File: src/rtl/dmg_lcd_capture.sv
// dmg_lcd_capture: captures the DMG LCD pixel stream, packs four 2-bit shades
// per byte and queues {addr, byte} writes towards a framebuffer RAM through a
// small write FIFO.
// Optional feature macro: DMG_LCD_CAPTURE_DOUBLE_BUFFER_EN
//   defined   -> ping-pong buffers, fb_front flips on frame completion and
//                writes target the back buffer (addr bit13 = ~fb_front)
//   undefined -> single buffer, fb_front = 0 and addr bit13 = 0
module dmg_lcd_capture #(
    parameter int FIFO_DEPTH = 4
) (
    input  logic        clk,
    input  logic        rst,
    input  logic        lcd_vsync,
    input  logic        lcd_hsync,
    input  logic        lcd_pixel,
    input  logic [1:0]  lcd_color,
    output logic        fb_wr_valid,
    input  logic        fb_wr_ready,
    output logic [13:0] fb_addr,
    output logic [7:0]  fb_data,
    output logic        fb_front,
    output logic        frame_done,
    output logic        overflow,
    output logic        line_err
);

    localparam int          AW        = $clog2(FIFO_DEPTH);
    localparam logic [7:0]  LINE_PIX  = 8'd160;
    localparam logic [7:0]  LAST_LINE = 8'd143;
    localparam logic [12:0] LAST_ADDR = 13'd5759;

    typedef enum logic [1:0] {S_IDLE, S_ACTIVE, S_DONE} state_t;

    state_t      r_state, w_state_nxt;
    logic [7:0]  r_x, r_y;
    logic [7:0]  r_pack;
    logic        r_overflow, r_line_err, r_frame_done;

    logic [21:0] r_mem [FIFO_DEPTH];
    logic [AW:0] r_wptr, r_rptr;

    logic        w_act, w_pix_ok, w_pix_bad, w_hs, w_push;
    logic        w_empty, w_full, w_pop, w_wr, w_last;
    logic        w_back;
    logic [12:0] w_lin;
    logic [21:0] w_head;

`ifdef DMG_LCD_CAPTURE_DOUBLE_BUFFER_EN
    logic r_front;
    assign w_back   = ~r_front;
    assign fb_front = r_front;
`else
    assign w_back   = 1'b0;
    assign fb_front = 1'b0;
`endif

    // vsync has priority over everything; hsync wins over a coincident pixel
    assign w_act     = (r_state == S_ACTIVE) && !lcd_vsync;
    assign w_hs      = w_act && lcd_hsync;
    assign w_pix_ok  = w_act && !lcd_hsync && lcd_pixel && (r_x <  LINE_PIX);
    assign w_pix_bad = w_act && !lcd_hsync && lcd_pixel && (r_x >= LINE_PIX);
    assign w_push    = w_pix_ok && (r_x[1:0] == 2'b11);
    assign w_lin     = ({5'b0, r_y} * 13'd40) + {7'b0, r_x[7:2]};

    assign w_empty = (r_wptr == r_rptr);
    assign w_full  = (r_wptr[AW] != r_rptr[AW]) && (r_wptr[AW-1:0] == r_rptr[AW-1:0]);
    assign w_pop   = !w_empty && fb_wr_ready;
    // a pop in the same clk frees the slot, so a full FIFO can still accept
    assign w_wr    = w_push && (!w_full || w_pop);
    assign w_head  = r_mem[r_rptr[AW-1:0]];
    assign w_last  = w_pop && (w_head[20:8] == LAST_ADDR);

    // outputs are forced to zero when empty so stale entries never show
    assign fb_wr_valid = !w_empty;
    assign fb_addr     = w_empty ? 14'd0 : w_head[21:8];
    assign fb_data     = w_empty ? 8'd0  : w_head[7:0];
    assign frame_done  = r_frame_done;
    assign overflow    = r_overflow;
    assign line_err    = r_line_err;

    // state register
    always_ff @(posedge clk or negedge rst) begin
        if (!rst) r_state <= S_IDLE;
        else      r_state <= w_state_nxt;
    end

    // next-state: the frame ends on the hsync that closes line 143
    always_comb begin
        w_state_nxt = r_state;
        case (r_state)
            S_IDLE:   if (lcd_vsync) w_state_nxt = S_ACTIVE;
            S_ACTIVE: begin
                if (lcd_vsync)                           w_state_nxt = S_ACTIVE;
                else if (lcd_hsync && r_y == LAST_LINE)  w_state_nxt = S_DONE;
            end
            S_DONE:   if (lcd_vsync) w_state_nxt = S_ACTIVE;
            default:  w_state_nxt = S_IDLE;
        endcase
    end

    // pixel/line counters and the shift-right pack register
    always_ff @(posedge clk or negedge rst) begin
        if (!rst) begin
            r_x    <= '0;
            r_y    <= '0;
            r_pack <= '0;
        end else if (lcd_vsync) begin
            r_x    <= '0;
            r_y    <= '0;
            r_pack <= '0;
        end else if (w_hs) begin
            r_x    <= '0;
            r_y    <= r_y + 8'd1;
            r_pack <= '0;
        end else if (w_pix_ok) begin
            r_x    <= r_x + 8'd1;
            r_pack <= {lcd_color, r_pack[7:2]};
        end
    end

    // sticky error flags, cleared only by reset
    always_ff @(posedge clk or negedge rst) begin
        if (!rst) begin
            r_overflow <= 1'b0;
            r_line_err <= 1'b0;
        end else begin
            if (w_push && !w_wr)                           r_overflow <= 1'b1;
            if ((w_hs && r_x != LINE_PIX) || w_pix_bad)    r_line_err <= 1'b1;
        end
    end

    // FIFO storage; no reset needed since outputs are gated by empty
    always_ff @(posedge clk) begin
        if (w_wr) r_mem[r_wptr[AW-1:0]] <= {w_back, w_lin, lcd_color, r_pack[7:2]};
    end

    // FIFO pointers with a wrap bit to tell full from empty
    always_ff @(posedge clk or negedge rst) begin
        if (!rst) begin
            r_wptr <= '0;
            r_rptr <= '0;
        end else begin
            if (w_wr)  r_wptr <= r_wptr + 1'b1;
            if (w_pop) r_rptr <= r_rptr + 1'b1;
        end
    end

    // frame completion pulse when the final byte of the frame is accepted
    always_ff @(posedge clk or negedge rst) begin
        if (!rst) r_frame_done <= 1'b0;
        else      r_frame_done <= w_last;
    end

`ifdef DMG_LCD_CAPTURE_DOUBLE_BUFFER_EN
    // swap buffers in the same clk that frame_done rises
    always_ff @(posedge clk or negedge rst) begin
        if (!rst)       r_front <= 1'b0;
        else if (w_last) r_front <= ~r_front;
    end
`endif

endmodule

File: config.mk
export PLATFORM = sky130hd
export DESIGN_NAME = dmg_lcd_capture
export DESIGN_NICKNAME = d
export VERILOG_FILES = /design/src/rtl/dmg_lcd_capture.sv
export SDC_FILE = /design/constraint.sdc
export NUM_CORES = 1
export LEC_CHECK = 0
export BUFFER_PORTS_ARGS = -buffer_cell sky130_fd_sc_hd__buf_2
export CORE_MARGIN = 2
export CORE_UTILIZATION = 40
export DETAILED_ROUTE_END_ITERATION = 8
export PLACE_DENSITY = 0.66
export SLEW_MARGIN = 25
export SYNTH_ARGS = -nofsm -noshare
export SYNTH_HDL_FRONTEND = slang
export SYNTH_SLANG_ARGS = --single-unit
export TNS_END_PERCENT = 50
File: constraint.sdc
create_clock -name clk -period 3.18 [get_ports clk]
set_input_delay 0.318 -clock clk [delete_from_list [all_inputs] [get_ports clk]]
set_output_delay 0.318 -clock clk [all_outputs]
set_load 0.02 [all_outputs]
==> results.md, run 1 <==
- Hold Crit Class: primary input to asynchronous set/reset pin
- Status: finished clean
- Total number of vias: 3084
- First-pass GRT wire length: 16.36 mm
- Fin nets: 444
- Overall power: 4.640 mW
- Total clock sinks: 117
- Synth Register Bits: 117
- Worst-Margin Slew: 0.8115 ns
- ANT nets after route: 0
- CP cell instances: ha_1, ha_1, fa_1, a211oi_1, nor2_1, xor2_1, nand4_1, xnor2_1
- Vias per inst: 5.140
- Core box area: 13190 um2
- Sequential-to-total area share from yosys stat: 62.12%
- Drt total wl: 10.04 mm
- Post-synth top area share: 46.80%
- TritonCTS clock tree: yes
- Worst skew pair latency: 0.41 ns
- Post-layout min period: 2.705 ns
- Mapped Area: 5390 um2
- Die H: 120.1 um
- Cell mode on critical path: ha_1
- Cts repair resizes: 0
- EDFF count, synth: 84
- Final Setup Violations: 0
- Top cell type by total area after synthesis: edfxtp_1
- DRT iter0 DRCs: 269
- Clock buffer count from CTS: 17
- # hold bufs at CTS: 0
- Worst setup path class: flop to flop
- DRC: 0
- Top cells by area, synth: edfxtp_1 47%, dfrtp_1 15%, mux4_2 5.4%
- Initial Util: 40.87%
- CP Launch Type: flop
- Hpwl dp: 6.396 mm
- Commonest cells post-synth: 84 x edfxtp_1, 33 x dfrtp_1, 26 x and2_1, 26 x nor2_1, 24 x nand2_1
- Max-cap violations: 0
- Post-CTS setup buffer count: 0
- Avg Cell Area, Syn: 14.77 um2
- Worst Path Max Fanout: 5
- Max incr delay on CP: 0.43 ns
- Vias in the first global route: 3123
- Slowest cell on the critical path: dfrtp_1
- Layout area overhead: 17.57%
- Slew headroom: 45.90%
- Clock Pin Slew Worst Setup and Hold Paths: 0.05 ns
- Final Cycle Share: 85.05%
- Peak VDD IR: 0.3568 mV
- Final Hold Violating Endpoints: 0
- Share of flip-flops with an asynchronous set or reset: 28.21%
- Number of diodes: 0
- GR Util All Layers: 15.19%
- Root Driver: clkbuf_16
- Clock Skew: 0.007498 ns
- Distinct cell type count after synthesis: 47
- CP delay by family, top: adder cells
- Syn Inst Count: 365
- CP Buf/Inv Count: 0
- Die Span X: 120.1 um
- Pwr per Cell Area: 732.2 nW/um2
- Clock buffer depth: 2
- Pins Over Slew Limit: 0
- Pin count of the biggest net entering global routing: 34
- RSZ-0062 raised after global routing: false
- Antenna violations before repair: 0
- # IOs: 35
- Yosys warnings: 0
- Port Buffer Count: 32
- Initial DRT Pass Iterations: 4
- DIE AREA: 14420 um2
- Fmax: 369.7 MHz
- Gr ovfl total: 0
- GP Congestion: 0.7200
- Pleak: 2.493 nW
- Post-synth top flop: edfxtp_1
- CP required: 3.38 ns
- TNS Setup: 0 ns
- DR WL/cell: 16.74 um
- CP Capture Type: flop
- H-tree levels: 4
- CP arrival: 2.91 ns
- Most frequent cell after synthesis: edfxtp_1
- Share of layout cells above drive strength 1: 20.99%
- Num rows: 42
==> through the flow <==
step / util, % / setup slack (ns) / std cells / cell area, um2 / hold slack [ns]
after floorplan: - / 0.7281 / 366 / 5394 / 0.02241
after global placement: 43.56 / 0.5828 / 568 / 5746 / 0.4512
after detailed placement: 43.56 / 0.4798 / 568 / 5746 / 0.4614
after CTS: 48.05 / 0.4606 / 600 / 6337 / 0.01890
after global routing: 48.05 / 0.2704 / 600 / 6337 / 0.04831
final: 48.05 / 0.4753 / 600 / 6337 / 0.0001383
==> flip-flops by register name, summed over array words and instances, names as in the netlist <==
register and count:
r_mem 84, r_x 8, r_wptr 3, r_pack 6, r_state 2, r_rptr 3, frame_done 1, overflow 1
line_err 1, r_y 8
==> final cells by class <==
cell class                 instances  area [um2]
clock inverter                    14       152.6
inverter                          13       48.80
sequential                       117        3348
timing repair buffer              40       220.2
fill                            1143        6853
multi-input combinational        222        1908
tap                              176       220.2
clock buffer                      18       439.2
==> logic make-up after synthesis <==
kind of cell	share of synthesized area, %
flip-flops	62.12
other	0.06957
XOR/XNOR	4.875
multiplexers	9.540
AO/OA/AOI/OAI	3.668
buffers and inverters	2.553
AND/OR/NAND/NOR	11.10
adder cells (fa/ha/maj)	6.082
==> worst reg2reg max path, delay by kind of cell (launching register included) <==
family          cells  cell delay (ns)
xor+xnor            2             0.53
fa+ha+maj           3             0.95
simple gates        2             0.25
flops               1             0.43
compound gates      1             0.33
==> per-layer routing <==
| metal | vias up | track usage (%) | wire [um] |
|---|---|---|---|
| met5 | - | 0 | 0 |
| met4 | 0 | 6.397 | 119 |
| met3 | 10 | 4.040 | 427 |
| met2 | 79 | 24.36 | 5009 |
| met1 | 1544 | 19.54 | 4486 |
| li1 | 1451 | - | - |
==> cells in the final DEF, fill, tap and decap left out, types with 2 or more instances in the layout <==
| cell | Yosys | routed |
|---|---|---|
| dfrtp_1 | 33 | 33 |
| nor2b_1 | 4 | 4 |
| clkbuf_16 | 0 | 17 |
| nand3_1 | 6 | 6 |
| xnor2_1 | 17 | 17 |
| inv_1 | 13 | 13 |
| conb_1 | 1 | 2 |
| o2111ai_1 | 2 | 2 |
| o21ai_0 | 10 | 10 |
| a21oi_1 | 11 | 11 |
| bufinv_16 | 0 | 2 |
| fa_1 | 2 | 2 |
| mux4_1 | 8 | 8 |
| xor2_1 | 13 | 13 |
| inv_6 | 0 | 3 |
| mux4_2 | 13 | 13 |
| clkinvlp_4 | 0 | 6 |
| edfxtp_1 | 84 | 84 |
| nand2_1 | 24 | 24 |
| buf_4 | 2 | 8 |
| and2_1 | 26 | 26 |
| ha_1 | 23 | 23 |
| nor2_1 | 26 | 26 |
| buf_2 | 4 | 32 |
| and3_1 | 4 | 4 |
| and3b_1 | 2 | 2 |
| a211oi_1 | 2 | 2 |
| nand4_1 | 8 | 8 |
| clkinv_4 | 0 | 2 |
==> final timing paths <==
check	endpoint	start	slack, ns	depth (start not counted)
max	r_mem[2][20]$_DFFE_PP_	r_y[1]$_DFFE_PN0P_	0.48	8
min	r_pack[2]$_DFFE_PN0P_	rst	0.0001	1
max reg2reg	r_mem[2][20]$_DFFE_PP_	r_y[1]$_DFFE_PN0P_	0.48	8
min reg2reg	overflow$_DFFE_PN0P_	overflow$_DFFE_PN0P_	0.49	2
max in group asynchronous	r_pack[4]$_DFFE_PN0P_	rst	2.66	1
min in group clk	r_mem[0][7]$_DFFE_PP_	lcd_color[1]	0.16	1
==> power breakdown <==
group	switching (mW)	leakage, nW	total, mW	internal (mW)
Clock	0.674	0.269	1.85	1.18
Combinational	0.619	1.00	1.10	0.478
Sequential	0.0277	1.22	1.69	1.66
Total	1.32	2.49	4.64	3.32
Power figures use the tool's default switching activity.
==> run 2: changes to the inputs <==
--- a/config.mk
+++ b/config.mk
@@ -5,11 +5,12 @@
 export SDC_FILE = /design/constraint.sdc
 export NUM_CORES = 1
 export LEC_CHECK = 0
+export ABC_AREA = 1
 export BUFFER_PORTS_ARGS = -buffer_cell sky130_fd_sc_hd__buf_2
 export CORE_MARGIN = 2
 export CORE_UTILIZATION = 40
 export DETAILED_ROUTE_END_ITERATION = 8
-export PLACE_DENSITY = 0.66
+export PLACE_DENSITY = 0.65
 export SLEW_MARGIN = 25
 export SYNTH_ARGS = -nofsm -noshare
 export SYNTH_HDL_FRONTEND = slang
==> run 2 against run 1 <==
  * The run now ends with negative hold slack left
  * Sequential cell count unchanged
  * Combinational power increased by 52%
  * Hold slack got worse by 0.0065 ns
  * Synthesized cell count increased by 55%
  * Clock power increased by 3%
  * Utilization increased by 0.17 points
  * Critical path depth unchanged
  * Clock skew increased by 0.00062 ns
  * Power increased by 15%
  * Critical path type is now flop to output port
==> results.md, run 2 <==
- Status: complete, but fails checks (was finished clean)
- Failing checks: negative hold slack
- Final Setup Violations: 0 (unchanged)
- ANT nets after route: 0 (unchanged)
- Synth Register Bits: 117 (unchanged)
- Drt total wl: 11.54 mm (was 10.04 mm)
- Worst skew pair latency: 0.40 ns (was 0.41 ns)
- Fin nets: 643 (was 444)
- Number of diodes: 0 (unchanged)
- Internal: 3.459 mW (was 3.319 mW)
- GR Util All Layers: 16.56% (was 15.19%)
- TNS Setup: 0 ns (unchanged)
- Psw: 1.880 mW (was 1.321 mW)
- Worst setup path class: flop to output port (was flop to flop)
- Hold_ws: -0.006379 ns (was 0.0001383 ns)
- Die H: 123.6 um (was 120.1 um)
- # hold bufs at CTS: 0 (unchanged)
- Worst Path Max Fanout: 17 (was 5)
- Post-synth top flop: edfxtp_1 (unchanged)
- Final Cycle Share: 90.78% (was 85.05%)
- Max-cap violations: 0 (unchanged)
- Sw Ratio: 35.21% (was 28.47%)
- Gr ovfl total: 0 (unchanged)
- Clock Skew: 0.008118 ns (was 0.007498 ns)
- Clock Power Share: 35.8% (was 39.9%)
- Most frequent cell after synthesis: nand2_1 (was edfxtp_1)
- Hpwl dp: 8.007 mm (was 6.396 mm)
- Root Driver: clkbuf_16 (unchanged)
- DRT iter0 DRCs: 282 (was 269)
- Core box area: 13930 um2 (was 13190 um2)
- Layout area overhead: 17.48% (was 17.57%)
- Worst-Margin Slew: 0.8916 ns (was 0.8115 ns)
- EDFF count, synth: 84 (unchanged)
- Seq pwr share: 32.9% (was 36.5%)
- Syn Inst Count: 564 (was 365)
- Pin count of the biggest net entering global routing: 45 (was 34)
- Yosys warnings: 0 (unchanged)
- Clock buffer depth: 2 (unchanged)
- Num rows: 43 (was 42)
- Hold Crit Class: primary input to asynchronous set/reset pin (unchanged)
- Antenna violations before repair: 0 (unchanged)
- Commonest cells post-synth: 108 x nand2_1, 84 x edfxtp_1, 60 x inv_1, 60 x nor2_1, 46 x o21ai_0 (was 84 x edfxtp_1, 33 x dfrtp_1, 26 x and2_1, 26 x nor2_1, 24 x nand2_1)
- Post-layout min period: 2.887 ns (was 2.705 ns)
- Commonest non-fill, non-tap cell in the layout: nand2_1 (was edfxtp_1)
- Port Buffer Count: 32 (unchanged)
- Top cell type by total area after synthesis: edfxtp_1 (unchanged)
- Die Span X: 123.6 um (was 120.1 um)
- Max FFs per register: 84 (unchanged)
- Top cells by area, synth: edfxtp_1 44%, dfrtp_1 14%, nand2_1 7.1% (was edfxtp_1 47%, dfrtp_1 15%, mux4_2 5.4%)
- RSZ-0062 raised after global routing: false (unchanged)
- Distinct cell type count after synthesis: 47 (unchanged)
- Clock Pin Slew Worst Setup and Hold Paths: 0.05 ns (about the same)
- Share of flip-flops with an asynchronous set or reset: 28.21% (unchanged)
- Clock buffer count from CTS: 17 (unchanged)
- Fmax: 346.4 MHz (was 369.7 MHz)
- DIE AREA: 15270 um2 (was 14420 um2)
- GP Congestion: 0.7811 (was 0.7200)
- CP Launch Type: flop (unchanged)
- Final Hold Violating Endpoints: 2 (was 0)
- CP Capture Type: output port (was flop)
- Total number of vias: 4011 (was 3084)
- CP required: 2.86 ns (was 3.38 ns)
- Peak VDD IR: 0.3298 mV (was 0.3568 mV)
- DRC: 0 (unchanged)
- Initial Util: 41.04% (was 40.87%)
- TritonCTS clock tree: yes (unchanged)
- Initial DRT Pass Iterations: 4 (unchanged)
- H-tree levels: 4 (unchanged)
- Post-synth top area share: 44.10% (was 46.80%)
- CP arrival: 2.57 ns (was 2.91 ns)
- DR WL/cell: 14.37 um (was 16.74 um)
- Pleak: 2.868 nW (was 2.493 nW)
- Pwr per Cell Area: 794.6 nW/um2 (was 732.2 nW/um2)
- Slew headroom: 40.38% (was 45.90%)
- Cell depth of the worst flop-to-flop path: 8 (unchanged)
- Mapped Area: 5719 um2 (was 5390 um2)
- First-pass GRT wire length: 19.02 mm (was 16.36 mm)
- Post-CTS setup buffer count: 0 (unchanged)
- Avg Cell Area, Syn: 10.14 um2 (was 14.77 um2)
- # IOs: 35 (unchanged)
- Most frequent cells in the layout: 108 x nand2_1, 84 x edfxtp_1, 60 x inv_1, 60 x nor2_1, 46 x o21ai_0 (was 84 x edfxtp_1, 33 x dfrtp_1, 32 x buf_2)
- Pins Over Slew Limit: 0 (unchanged)
- Cts repair resizes: 0 (unchanged)
- Vias per inst: 4.995 (was 5.140)
- Total clock sinks: 117 (unchanged)
- Comb power frac: 31.3% (was 23.6%)
- Vias in the first global route: 3867 (was 3123)
- Share of layout cells above drive strength 1: 16.85% (was 20.99%)
- Sequential-to-total area share from yosys stat: 58.54% (was 62.12%)
==> run 2: cell types whose count changed after synthesis, sizes merged, moves of 6 or more <==
cell	before	now
and2	26	0
buf	9	15
inv	13	68
mux4	21	0
nand2	24	112
nand3	6	33
nor2	26	67
o21ai	10	54
o22ai	0	17
xnor2	17	5
==> run 2: worst paths after layout <==
check	slack, ns	start	end
max in group asynchronous	2.67	rst	r_rptr[2]$_DFFE_PN0P_
worst min-delay path	-0.006	rst	r_y[7]$_DFFE_PN0P_
min in group clk	0.18	lcd_color[0]	r_mem[2][6]$_DFFE_PP_
worst max register to register	0.59	r_y[1]$_DFFE_PN0P_	r_mem[3][19]$_DFFE_PP_
worst min register to register	0.47	line_err$_DFFE_PN0P_	line_err$_DFFE_PN0P_
worst max-delay path	0.29	r_wptr[0]$_DFFE_PN0P_	fb_data[1]
==> run 2: cells by family after synthesis <==
family,share of synthesized area (%)
flip-flops,58.54
buffers and inverters,6.519
AND/OR/NAND/NOR,17.68
other,0.06557
adder cells (fa/ha/maj),5.732
XOR/XNOR,2.275
AO/OA/AOI/OAI,9.188
==> run 2: area by class of cell <==
type	instances	area [um2]
inverters	68	267.8
fillers	1218	7216
repair buffers	45	270.3
flip-flops and latches	117	3348
well taps	180	225.2
clock inverters	15	180.2
clock buffers	17	425.4
multi-input cells	361	2002
==> run 2: metrics by stage <==
step	utilization, %	worst slack, ns	cell area (um2)	power (mW)	cells
detailed placement	43.87	0.6185	6113	3.475	771
global placement	43.87	0.6583	6113	3.442	771
floorplan	-	0.7701	5723	2.977	565
global route	48.22	0.1860	6719	5.653	803
finish	48.22	0.2933	6719	5.339	803
CTS	48.22	0.3142	6719	5.394	803
==> run 2: per-layer routing <==
layer  wire, um  vias to the layer above  GRT usage (%)
met5          0                        -              0
met2       5524                      105          27.58
met3        612                       17          3.297
li1           -                     2001              -
met1       5161                     1888          20.90
met4        242                        0          7.528
==> run 2: power groups by stage <==
| stage | Clock, mW | Sequential, mW | Combinational [mW] |
|---|---|---|---|
| floorplan | 0 | 1.76 | 1.21 |
| global placement | 0 | 1.78 | 1.66 |
| detailed placement | 0 | 1.78 | 1.69 |
| CTS | 1.94 | 1.75 | 1.70 |
| global route | 2.02 | 1.76 | 1.88 |
| finish | 1.91 | 1.76 | 1.67 |
==> run 2: worst max-delay path, cell delays in order, from the launching register on <==
cell and delay, ns:
dfrtp_1 0.46, inv_1 0.15, nand2_1 0.06, nand2_1 0.08, nand4_1 0.70, buf_4 0.46, nand2_1 0.08, inv_1 0.03
buf_2 0.15
==> run 3: changes to the inputs <==
--- a/config.mk
+++ b/config.mk
@@ -7,10 +7,12 @@
 export LEC_CHECK = 0
 export ABC_AREA = 1
 export BUFFER_PORTS_ARGS = -buffer_cell sky130_fd_sc_hd__buf_2
+export CELL_PAD_IN_SITES_DETAIL_PLACEMENT = 0
+export CELL_PAD_IN_SITES_GLOBAL_PLACEMENT = 1
 export CORE_MARGIN = 2
 export CORE_UTILIZATION = 40
 export DETAILED_ROUTE_END_ITERATION = 8
-export PLACE_DENSITY = 0.65
+export PLACE_DENSITY_LB_ADDON = 0.1
 export SLEW_MARGIN = 25
 export SYNTH_ARGS = -nofsm -noshare
 export SYNTH_HDL_FRONTEND = slang
==> run 3 against run 2 <==
  * The flow now finishes without violations
  * Setup slack improved by 0.27 ns
  * Critical path depth up 4
  * Non-clock buffer count fell by 3
  * Utilization is 0.96 points lower
  * Via count is 1.7% lower
  * Combinational power increased by 2%
  * Global-route usage increased by 1.2 points
  * Final cell count down 0.62%
  * Power fell by 4.4%
  * First-iteration DRC count fell by 4.3%
  * Sequential cell count unchanged
  * Largest power group is now registers
==> results.md, run 3 (synthesis results as in run 2) <==
- GP Congestion: 0.7820 (was 0.7811)
- Worst Path Max Fanout: 5 (was 17)
- CP cell instances: ha_1, ha_1, fa_1, nand2_1, inv_1, nand4_1, nand2_1, inv_1, nor2_1, nand3_1, nand2_1, nand2_1 (was inv_1, nand2_1, nand2_1, nand4_1, buf_4, nand2_1, inv_1, buf_2)
- Fillcell total: 1335 (was 1218)
- ANT nets after route: 0 (unchanged)
- Total clock sinks: 117 (unchanged)
- Cell depth of the worst flop-to-flop path: 12 (was 8)
- Port Buffer Count: 32 (unchanged)
- Sequential Area: 3348 um2 (unchanged)
- Layout area overhead: 15.14% (was 17.48%)
- Fmax: 381.9 MHz (was 346.4 MHz)
- Pleak: 2.813 nW (was 2.868 nW)
- Worst-Margin Slew: 0.8393 ns (was 0.8916 ns)
- Hpwl dp: 7.884 mm (was 8.007 mm)
- Most frequent cells in the layout: 108 x nand2_1, 84 x edfxtp_1, 60 x inv_1, 60 x nor2_1, 46 x o21ai_0 (unchanged)
- Clock Skew: 0.009037 ns (was 0.008118 ns)
- Critical Path Start: r_y[1]$_DFFE_PN0P_ (was r_wptr[0]$_DFFE_PN0P_)
- Post-layout min period: 2.618 ns (was 2.887 ns)
- Slowest cell on the critical path: fa_1 (was nand4_1)
- Drt total wl: 12.16 mm (was 11.54 mm)
- Status: finished clean (was complete, but fails checks)
- First-pass GRT wire length: 19.98 mm (was 19.02 mm)
- DIE AREA: 15270 um2 (unchanged)
- Fin cells: 798 (was 803)
- Placed instance count: 768 (was 771)
- GR Util All Layers: 17.76% (was 16.56%)
- Num rows: 43 (unchanged)
- Pins Over Slew Limit: 0 (unchanged)
- Cell mode on critical path: nand2_1 (unchanged)
- Max incr delay on CP: 0.55 ns (was 0.70 ns)
- Hold Crit Class: primary input to asynchronous set/reset pin (unchanged)
- # IOs: 35 (unchanged)
- CP required: 3.32 ns (was 2.86 ns)
- Reg2reg start: r_y[1]$_DFFE_PN0P_ (unchanged)
- Max-cap violations: 0 (unchanged)
- Commonest non-fill, non-tap cell in the layout: nand2_1 (unchanged)
- Reg-to-reg endpoint: r_mem[0][20]$_DFFE_PP_ (was r_mem[3][19]$_DFFE_PP_)
- Number of diodes: 0 (unchanged)
- Pwr per Cell Area: 775.0 nW/um2 (was 794.6 nW/um2)
- DRC: 0 (unchanged)
- Clock buffer depth: 2 (unchanged)
- Worst setup path class: flop to flop (was flop to output port)
- Reg2reg setup slack: 0.56 ns (was 0.59 ns)
- Fin nets: 640 (was 643)
- CP Capture Type: flop (was output port)
- Total number of vias: 3941 (was 4011)
- DRT iter0 DRCs: 270 (was 282)
- # hold bufs at CTS: 0 (unchanged)
- Slew headroom: 44.05% (was 40.38%)
- Die H: 123.6 um (unchanged)
- Max FFs per register: 84 (unchanged)
- Pin count of the biggest net entering global routing: 34 (was 45)
- TNS Setup: 0 ns (unchanged)
- Worst skew pair latency: 0.41 ns (was 0.40 ns)
- TritonCTS clock tree: yes (unchanged)
- Fin util: 47.26% (was 48.22%)
- CP arrival: 2.75 ns (was 2.57 ns)
- Initial Util: 41.04% (unchanged)
- Cts repair resizes: 0 (unchanged)
- Vias per inst: 4.939 (was 4.995)
- Core box area: 13930 um2 (unchanged)
- Vias in the first global route: 3856 (was 3867)
- Post-CTS setup buffer count: 0 (unchanged)
- Clock buffer count from CTS: 17 (unchanged)
- Share of layout cells above drive strength 1: 14.89% (was 16.85%)
- Multi-input logic area: 2002 um2 (unchanged)
- Gr ovfl total: 0 (unchanged)
- H-tree levels: 4 (unchanged)
- Overall power: 5.103 mW (was 5.339 mW)
- Final Setup Violations: 0 (unchanged)
- Clock Pin Slew Worst Setup and Hold Paths: 0.05 ns (about the same)
- Die Span X: 123.6 um (unchanged)
- Antenna violations before repair: 0 (unchanged)
- Initial DRT Pass Iterations: 4 (unchanged)
- Final Cycle Share: 82.34% (was 90.78%)
- Peak VDD IR: 0.3812 mV (was 0.3298 mV)
- RSZ-0062 raised after global routing: false (unchanged)
- CP Launch Type: flop (unchanged)
- Root Driver: clkbuf_16 (unchanged)
- Final Hold Violating Endpoints: 0 (was 2)
- DR WL/cell: 15.23 um (was 14.37 um)
-- run 3: power by group --
part / switching (mW) / internal, mW / total [mW]
Clock: 0.602 / 1.05 / 1.65
Sequential: 0.0461 / 1.70 / 1.74
Combinational: 1.18 / 0.528 / 1.71
-- run 3: how the worst max path moves through the flow --
stage	endpoint	slack, ns	depth (start not counted)
after floorplan	r_mem[0][20]$_DFFE_PP_	0.77	12
after global placement	r_mem[1][20]$_DFFE_PP_	0.63	12
after detailed placement	r_mem[0][20]$_DFFE_PP_	0.56	12
after CTS	r_mem[0][20]$_DFFE_PP_	0.55	12
after global routing	r_mem[0][20]$_DFFE_PP_	0.30	12
final	r_mem[0][20]$_DFFE_PP_	0.56	12
-- run 3: worst max-delay path, delay by kind of cell, from the launching register on --
family	cells	cell delay (ns)
DFF	1	0.43
adders and majority gates	3	1.11
buffers and inverters	2	0.12
and+or+nand+nor	7	0.70
-- run 3: per-stage QoR --
stage / hold slack, ns / worst slack (ns) / area (um2)
final: 0.01598 / 0.5616 / 6585
after global routing: 0.07954 / 0.2951 / 6585
after CTS: 0.03985 / 0.5470 / 6585
after detailed placement: 0.4626 / 0.5646 / 6078
after global placement: 0.4531 / 0.6275 / 6078
after floorplan: 0.02241 / 0.7701 / 5723
-- run 3: cell type report --
cell class / count / area share, %
clock inverter: 7 / 0.8930
tap: 180 / 3.420
timing repair buffer: 42 / 3.572
clock buffer: 23 / 6.802
multi-input combinational: 361 / 30.40
sequential: 117 / 50.85
inverter: 68 / 4.066
-- run 3: per-layer routing --
metal	routed length [um]	global-route usage, %	part of all wire (%)	vias to the layer above
met4	236	8.239	1.9	0
met1	5907	23.86	49	1872
met5	0	0	0	-
met2	5592	27.82	46	64
met3	418	3.526	3.4	17
li1	-	-	-	1988
